## src/rtl/mem_access_unit.sv

```systemverilog
// MEM-stage initiator for the word-addressed data memory: one load/store per instruction, stalls until mem_ack.
// Optional wait-state timeout is compiled in with `define MAU_TIMEOUT_EN.
module mem_access_unit #(
  parameter int ADDR_W  = 8,
  parameter int TIMEOUT = 16
) (
  input  logic              clk,
  input  logic              reset,
  input  logic              req_valid,
  input  logic              req_read,
  input  logic              req_write,
  input  logic [31:0]       req_addr,
  input  logic [31:0]       req_wdata,
  output logic              stall,
  output logic [31:0]       load_data,
  output logic              load_valid,
  output logic              err,
  output logic              mem_req,
  output logic              mem_we,
  output logic [ADDR_W-1:0] mem_addr,
  output logic [31:0]       mem_wdata,
  input  logic              mem_ack,
  input  logic [31:0]       mem_rdata
);

  typedef enum logic [1:0] {IDLE, REQ, DONE} state_t;

  state_t              state_q, state_d;
  logic                mem_req_q, mem_req_d;
  logic                mem_we_q, mem_we_d;
  logic [ADDR_W-1:0]   mem_addr_q, mem_addr_d;
  logic [31:0]         mem_wdata_q, mem_wdata_d;
  logic [31:0]         load_data_q, load_data_d;
  logic                load_valid_q, load_valid_d;
  logic                accept;
  logic                expire;
  logic                unused_ok;

  assign accept    = (state_q == IDLE) && req_valid && (req_read || req_write);
  assign unused_ok = &{1'b0, req_addr[31:ADDR_W], TIMEOUT[0]};

`ifdef MAU_TIMEOUT_EN
  logic [7:0] wait_cnt_q, wait_cnt_d;
  logic       err_q, err_d;

  assign expire = (state_q == REQ) && !mem_ack && (wait_cnt_q == 8'(TIMEOUT - 1));
  assign err    = err_q;
`else
  assign expire = 1'b0;
  assign err    = 1'b0;
`endif

  always_ff @(posedge clk or posedge reset) begin
    if (reset) begin
      state_q      <= IDLE;
      mem_req_q    <= 1'b0;
      mem_we_q     <= 1'b0;
      mem_addr_q   <= '0;
      mem_wdata_q  <= '0;
      load_data_q  <= '0;
      load_valid_q <= 1'b0;
`ifdef MAU_TIMEOUT_EN
      wait_cnt_q   <= '0;
      err_q        <= 1'b0;
`endif
    end else begin
      state_q      <= state_d;
      mem_req_q    <= mem_req_d;
      mem_we_q     <= mem_we_d;
      mem_addr_q   <= mem_addr_d;
      mem_wdata_q  <= mem_wdata_d;
      load_data_q  <= load_data_d;
      load_valid_q <= load_valid_d;
`ifdef MAU_TIMEOUT_EN
      wait_cnt_q   <= wait_cnt_d;
      err_q        <= err_d;
`endif
    end
  end

  always_comb begin
    state_d = state_q;
    case (state_q)
      IDLE:    if (accept) state_d = REQ;
      REQ:     if (mem_ack || expire) state_d = DONE;
      DONE:    state_d = IDLE;
      default: state_d = IDLE;
    endcase
  end

  // Request fields only change on accept, so they stay stable for the whole REQ phase.
  always_comb begin
    mem_req_d    = mem_req_q;
    mem_we_d     = mem_we_q;
    mem_addr_d   = mem_addr_q;
    mem_wdata_d  = mem_wdata_q;
    load_data_d  = load_data_q;
    load_valid_d = 1'b0;
    stall        = (state_q == REQ) || accept;
`ifdef MAU_TIMEOUT_EN
    err_d        = 1'b0;
    wait_cnt_d   = wait_cnt_q;
    if (accept) begin
      wait_cnt_d = '0;
    end else if ((state_q == REQ) && !mem_ack) begin
      wait_cnt_d = wait_cnt_q + 8'd1;
    end
`endif
    case (state_q)
      IDLE: begin
        if (accept) begin
          mem_req_d   = 1'b1;
          mem_we_d    = req_write;
          mem_addr_d  = req_addr[ADDR_W-1:0];
          mem_wdata_d = req_wdata;
        end
      end
      REQ: begin
        if (mem_ack) begin
          mem_req_d = 1'b0;
          if (!mem_we_q) begin
            load_data_d  = mem_rdata;
            load_valid_d = 1'b1;
          end
        end else if (expire) begin
          mem_req_d   = 1'b0;
          load_data_d = '0;
`ifdef MAU_TIMEOUT_EN
          err_d       = 1'b1;
`endif
        end
      end
      default: ;
    endcase
  end

  assign mem_req    = mem_req_q;
  assign mem_we     = mem_we_q;
  assign mem_addr   = mem_addr_q;
  assign mem_wdata  = mem_wdata_q;
  assign load_data  = load_data_q;
  assign load_valid = load_valid_q;

endmodule

```

## config.mk

```make
export PLATFORM = sky130hd
export DESIGN_NAME = mem_access_unit
export DESIGN_NICKNAME = d
export VERILOG_FILES = /design/src/rtl/mem_access_unit.sv
export SDC_FILE = /design/constraint.sdc
export NUM_CORES = 1
export LEC_CHECK = 0
export ABC_AREA = 0
export CAP_MARGIN = 20
export CORE_UTILIZATION = 33
export DETAILED_ROUTE_END_ITERATION = 10
export PLACE_DENSITY = 0.76
export SYNTH_ARGS = -nofsm -noshare
export SYNTH_HDL_FRONTEND = slang
export SYNTH_SLANG_ARGS = --single-unit
```

## constraint.sdc

```tcl
create_clock -name clk -period 2.4 [get_ports clk]
set_input_delay 0.36 -clock clk [delete_from_list [all_inputs] [get_ports clk]]
set_output_delay 0.36 -clock clk [all_outputs]
set_load 0.03 [all_outputs]
```

Word level (Yosys, flattened, before mapping)
Index checks and enable logic that the tools add are counted.
{ "totals": {"wordCells": 30, "ff_bits": 77, "out_inout_bits": 77} }
{ "op_classes": {"n_mux": 9, "eq_ne": 3, "n_reduce_logical": 10, "n_bitwise": 1} }
{ "op_table": {"columns": ["op", "n"], "rows": [
  ["$reduce_and A3 Y1", 2],
  ["$mux W1", 5],
  ["$mux W2", 2],
  ["$ne A2 B2 Y1 const B", 2],
  ["$pmux W2 S2", 1],
  ["$reduce_and A2 Y1", 2],
  ["$eq A2 B1 Y1 const B", 1],
  ["$logic_and A1 B1 Y1", 2],
  ["$logic_not A2 Y1", 1],
  ["$logic_or A1 B1 Y1", 2],
  ["$pmux W1 S2", 1],
  ["$reduce_bool A2 Y1", 1],
  ["$not A1 Y1", 1]
]} }

Depth between registers and ports, before layout
{ "depth": {"depth_word": 5, "ltp_mapped": 4, "ltp_nobuf": 3} }

Least setup slack after synthesis
Ideal clock, no wire load.
{ "synth_path": {"kind": "flip-flop to output port", "start": "register state_q[0]", "end": "output stall", "slack_ns": 0.970, "arrival_time_ns": 1.070, "stages_incl_launch_ff": 4, "path_buffers": 0, "path_cell_list": "dfrtp_1 nor3b_2 o21ai_0 nand2_1"} }
{ "synth_via": {"elab_chain_len": 4, "word_cells_on_any_way": 5} }
{ "synth_rtl": {"columns": ["element", "line", "text"], "rows": [
  ["from (decl)", "28", "state_t state_q, state_d;"],
  ["from (signal assigned)", "67", "state_q <= state_d;"],
  ["$logic_not A2 Y1", "39", "assign accept = (state_q == IDLE) && req_valid && (req_read || req_write);"],
  ["$logic_and A1 B1 Y1 (2 in a row)", "39", null],
  ["$logic_or A1 B1 Y1 *", "99", "stall = (state_q == REQ) || accept;"],
  ["to (decl)", "14", "output logic stall,"]
]} }
Mark *: on every way between the ends. The rest lies on a longest branch, timed or not.

Worst setup path in the final report
{ "layout_path": {"start": "input req_valid", "end": "output stall"} }
{ "layout_via": {"elab_chain_len": 3} }
{ "layout_rtl": {"columns": ["element", "line", "text"], "rows": [
  ["from (decl)", "9", "input logic req_valid,"],
  ["$logic_and A1 B1 Y1 (2 in a row)", "39", null],
  ["$logic_or A1 B1 Y1", "99", null]
]} }
No other way between the ends.

==> metrics.txt <==
RePlAce Congestion 0.639; die extent in x 96.1 um; startpoint types input port; cell taking the most area after synthesis sky130_fd_sc_hd__dfrtp_1; first-pass GRT wire length 9990 um; part of the cycle the worst path needs 80.9%; worst path buffer plus inverter count 2; number of core rows 33; Die Outline Area 9230 um2; fraction of layout cells with a size suffix above 1 28.7%; core region area 8380 um2; Leak 0.00200 uW; Rel. slew slack 66.6%; clock insertion delay at the later pin of the skew report 0.33 ns; Synth Net Count 274; RSZ-0062 raised after global routing false; worst path cell trace clkdlybuf4s50_1, nor3b_2, o21ai_0, nand2_1, buf_4; post-cts repair resize count 0; IR Drop Worst-Case VDD 0.622 mV; CTS tree built; P per Cell Area 1310 nW/um2; WP data arrival 1.58 ns; number of clock buffers inserted by TritonCTS 9; kind of end point of the critical path output pin; ratio of routed vias to standard cells 4.47; required time at the worst-slack endpoint 2.04 ns; delay contributed by the slowest stage of the critical path 0.44 ns; highest clock frequency the design can meet 515 MHz; maximum level of the CTS H-tree 3; FF+latch count, synth 77; sequential cell area 1930 um2; crit path max-delay cell type sky130_fd_sc_hd__clkdlybuf4s50_1; antenna violation net count after detailed routing 0; Top Ports 179; cell family contributing the most delay on the critical path buffers and inverters; fillers 685; Final min period 1.94 ns; number of warnings printed during yosys synthesis 0; HPWL reported at the end of detailed placement 5010 um; area of all placed cells without fillers 4810 um2; worst path setup slack after routing 0.459 ns; PortBufs 153; highest-count cells in the layout ignoring fill and taps sky130_fd_sc_hd__clkdlybuf4s50_1 (152), sky130_fd_sc_hd__dfrtp_1 (77), sky130_fd_sc_hd__mux2_2 (71), sky130_fd_sc_hd__clkbuf_8 (11), sky130_fd_sc_hd__buf_4 (5); average size of a mapped cell 17.0 um2; synthesized area 2920 um2; hold-fix buffer count after cts 0; crit path max fanout 4; part of the Yosys area used for sequential elements 66.0%; fraction of synthesized cell area taken by the top area cell type 66.0%; master cell of the clock root buffer sky130_fd_sc_hd__clkbuf_8; library cells used by synthesis 15; Starting Density 34.9%; Total Negative Setup Slacks 0 ns; per-cell routed wire length 14.9 um; pre-CTS setup slack 0.334 ns; result of the run finished, final reports clean; Final nets 436; synthesized instance count 172; placed standard-cell area 4570 um2; commonest non-fill, non-tap cell in the layout sky130_fd_sc_hd__clkdlybuf4s50_1; vias in the first global route 2063; Setup Buffers After CTS 0; count of inserted antenna diode cells 0; Clock Pin Slew Worst Setup and Hold Paths 0.08 ns; area growth from synthesis to final layout 64.8%; Tot GR Track Use 14.6%; maximum buffer depth of the clock tree 2; count of cell instances traversed by the critical path 5; remaining design rule violation count 0; CP Class input port to output pin; multi-input gate area in the final layout 901 um2; y dimension of the die 96.1 um; count of pins over their slew limit 0; Hold Fails Final Rpt 0; maximum capacitance violations 0; Detailed Routing Iterations Pass 1 3; total wire length after detailed routing 6610 um; path depth of the worst reg2reg path 4; pin count of the biggest net entering global routing 35; total power after layout 6310 uW; clock sink count 77; Overflow after GRT 0; transition time at the pin with the least slew margin 0.500 ns; setup skew after layout 0.00789 ns; via count 1981; Iteration-0 DRC Markers 23; Tightest Hold Check Type input port to async pin; initial antenna violation count 0; ranking of synthesized cells by area sky130_fd_sc_hd__dfrtp_1 (66%), sky130_fd_sc_hd__mux2_2 (27%), sky130_fd_sc_hd__buf_6 (2.7%), sky130_fd_sc_hd__nand2_1 (0.51%), sky130_fd_sc_hd__o21a_4 (0.51%); number of setup violations in the final report 0
[cell usage after synthesis]
cell	n
sky130_fd_sc_hd__a22o_1	1
sky130_fd_sc_hd__buf_4	1
sky130_fd_sc_hd__buf_6	7
sky130_fd_sc_hd__conb_1	1
sky130_fd_sc_hd__dfrtp_1	77
sky130_fd_sc_hd__inv_1	2
sky130_fd_sc_hd__mux2_1	1
sky130_fd_sc_hd__mux2_2	71
sky130_fd_sc_hd__nand2_1	4
sky130_fd_sc_hd__nand2b_1	1
sky130_fd_sc_hd__nand3b_1	1
sky130_fd_sc_hd__nor2_4	1
sky130_fd_sc_hd__nor3b_2	1
sky130_fd_sc_hd__o21a_4	1
sky130_fd_sc_hd__o21ai_0	2
[layout make-up]
class,instances,share of cell area (%)
clock buffers,11,3.15
clock inverters,4,1.98
inverters,2,0.182
multi-input cells,85,18.7
flip-flops and latches,77,40.0
well taps,105,2.73
repair buffers,159,33.2
[layer usage]
metal / track usage, % / share of wire, %
met2: 23.9 / 49
met1: 17.5 / 41
met5: 0 / 0
met4: 6.47 / 1.5
met3: 4.58 / 8.9
[flip-flops by register name, indices dropped and copies added (netlist names)]
| name | count |
|---|---|
| mem_req | 1 |
| load_data | 32 |
| mem_addr | 8 |
| state_q | 2 |
| mem_we | 1 |
| load_valid | 1 |
| mem_wdata | 32 |
[stage by stage]
step                hold WS, ns  instances  utilization [%]
finish                    0.354        443             57.4
global route              0.387        443             57.4
detailed placement        0.474        428             54.5
CTS                       0.355        443             57.4
floorplan                 0.468        172                -
global placement          0.467        428             54.5
[worst paths after layout]
check                      slack [ns]    startpoint             to
setup / recovery                 0.46     req_valid          stall
hold / removal                   0.35         reset  load_data[15]
setup reg to reg                 0.74    state_q[0]  mem_wdata[15]
hold reg to reg                  0.49  load_data[5]   load_data[5]
max in group asynchronous        1.44         reset   load_data[3]
min in group clk                 0.49  load_data[5]   load_data[5]
[power by group]
part	internal, uW	total, uW	switching, uW
Clock	741	1190	445
Sequential	1830	2100	274
Combinational	1440	3020	1580
[cell families (layout without fill, tap and decap cells)]
kind of cell    after synthesis  count (layout)  share of synthesized area [%]
flops                        77              77                           66.0
mux                          72              72                           27.8
buf+inv                      10             176                           3.21
simple gates                  8               8                           1.80
compound gates                4               4                           1.16
other cells                   1               1                          0.128
Note: power is estimated with default switching activity, not from simulation.
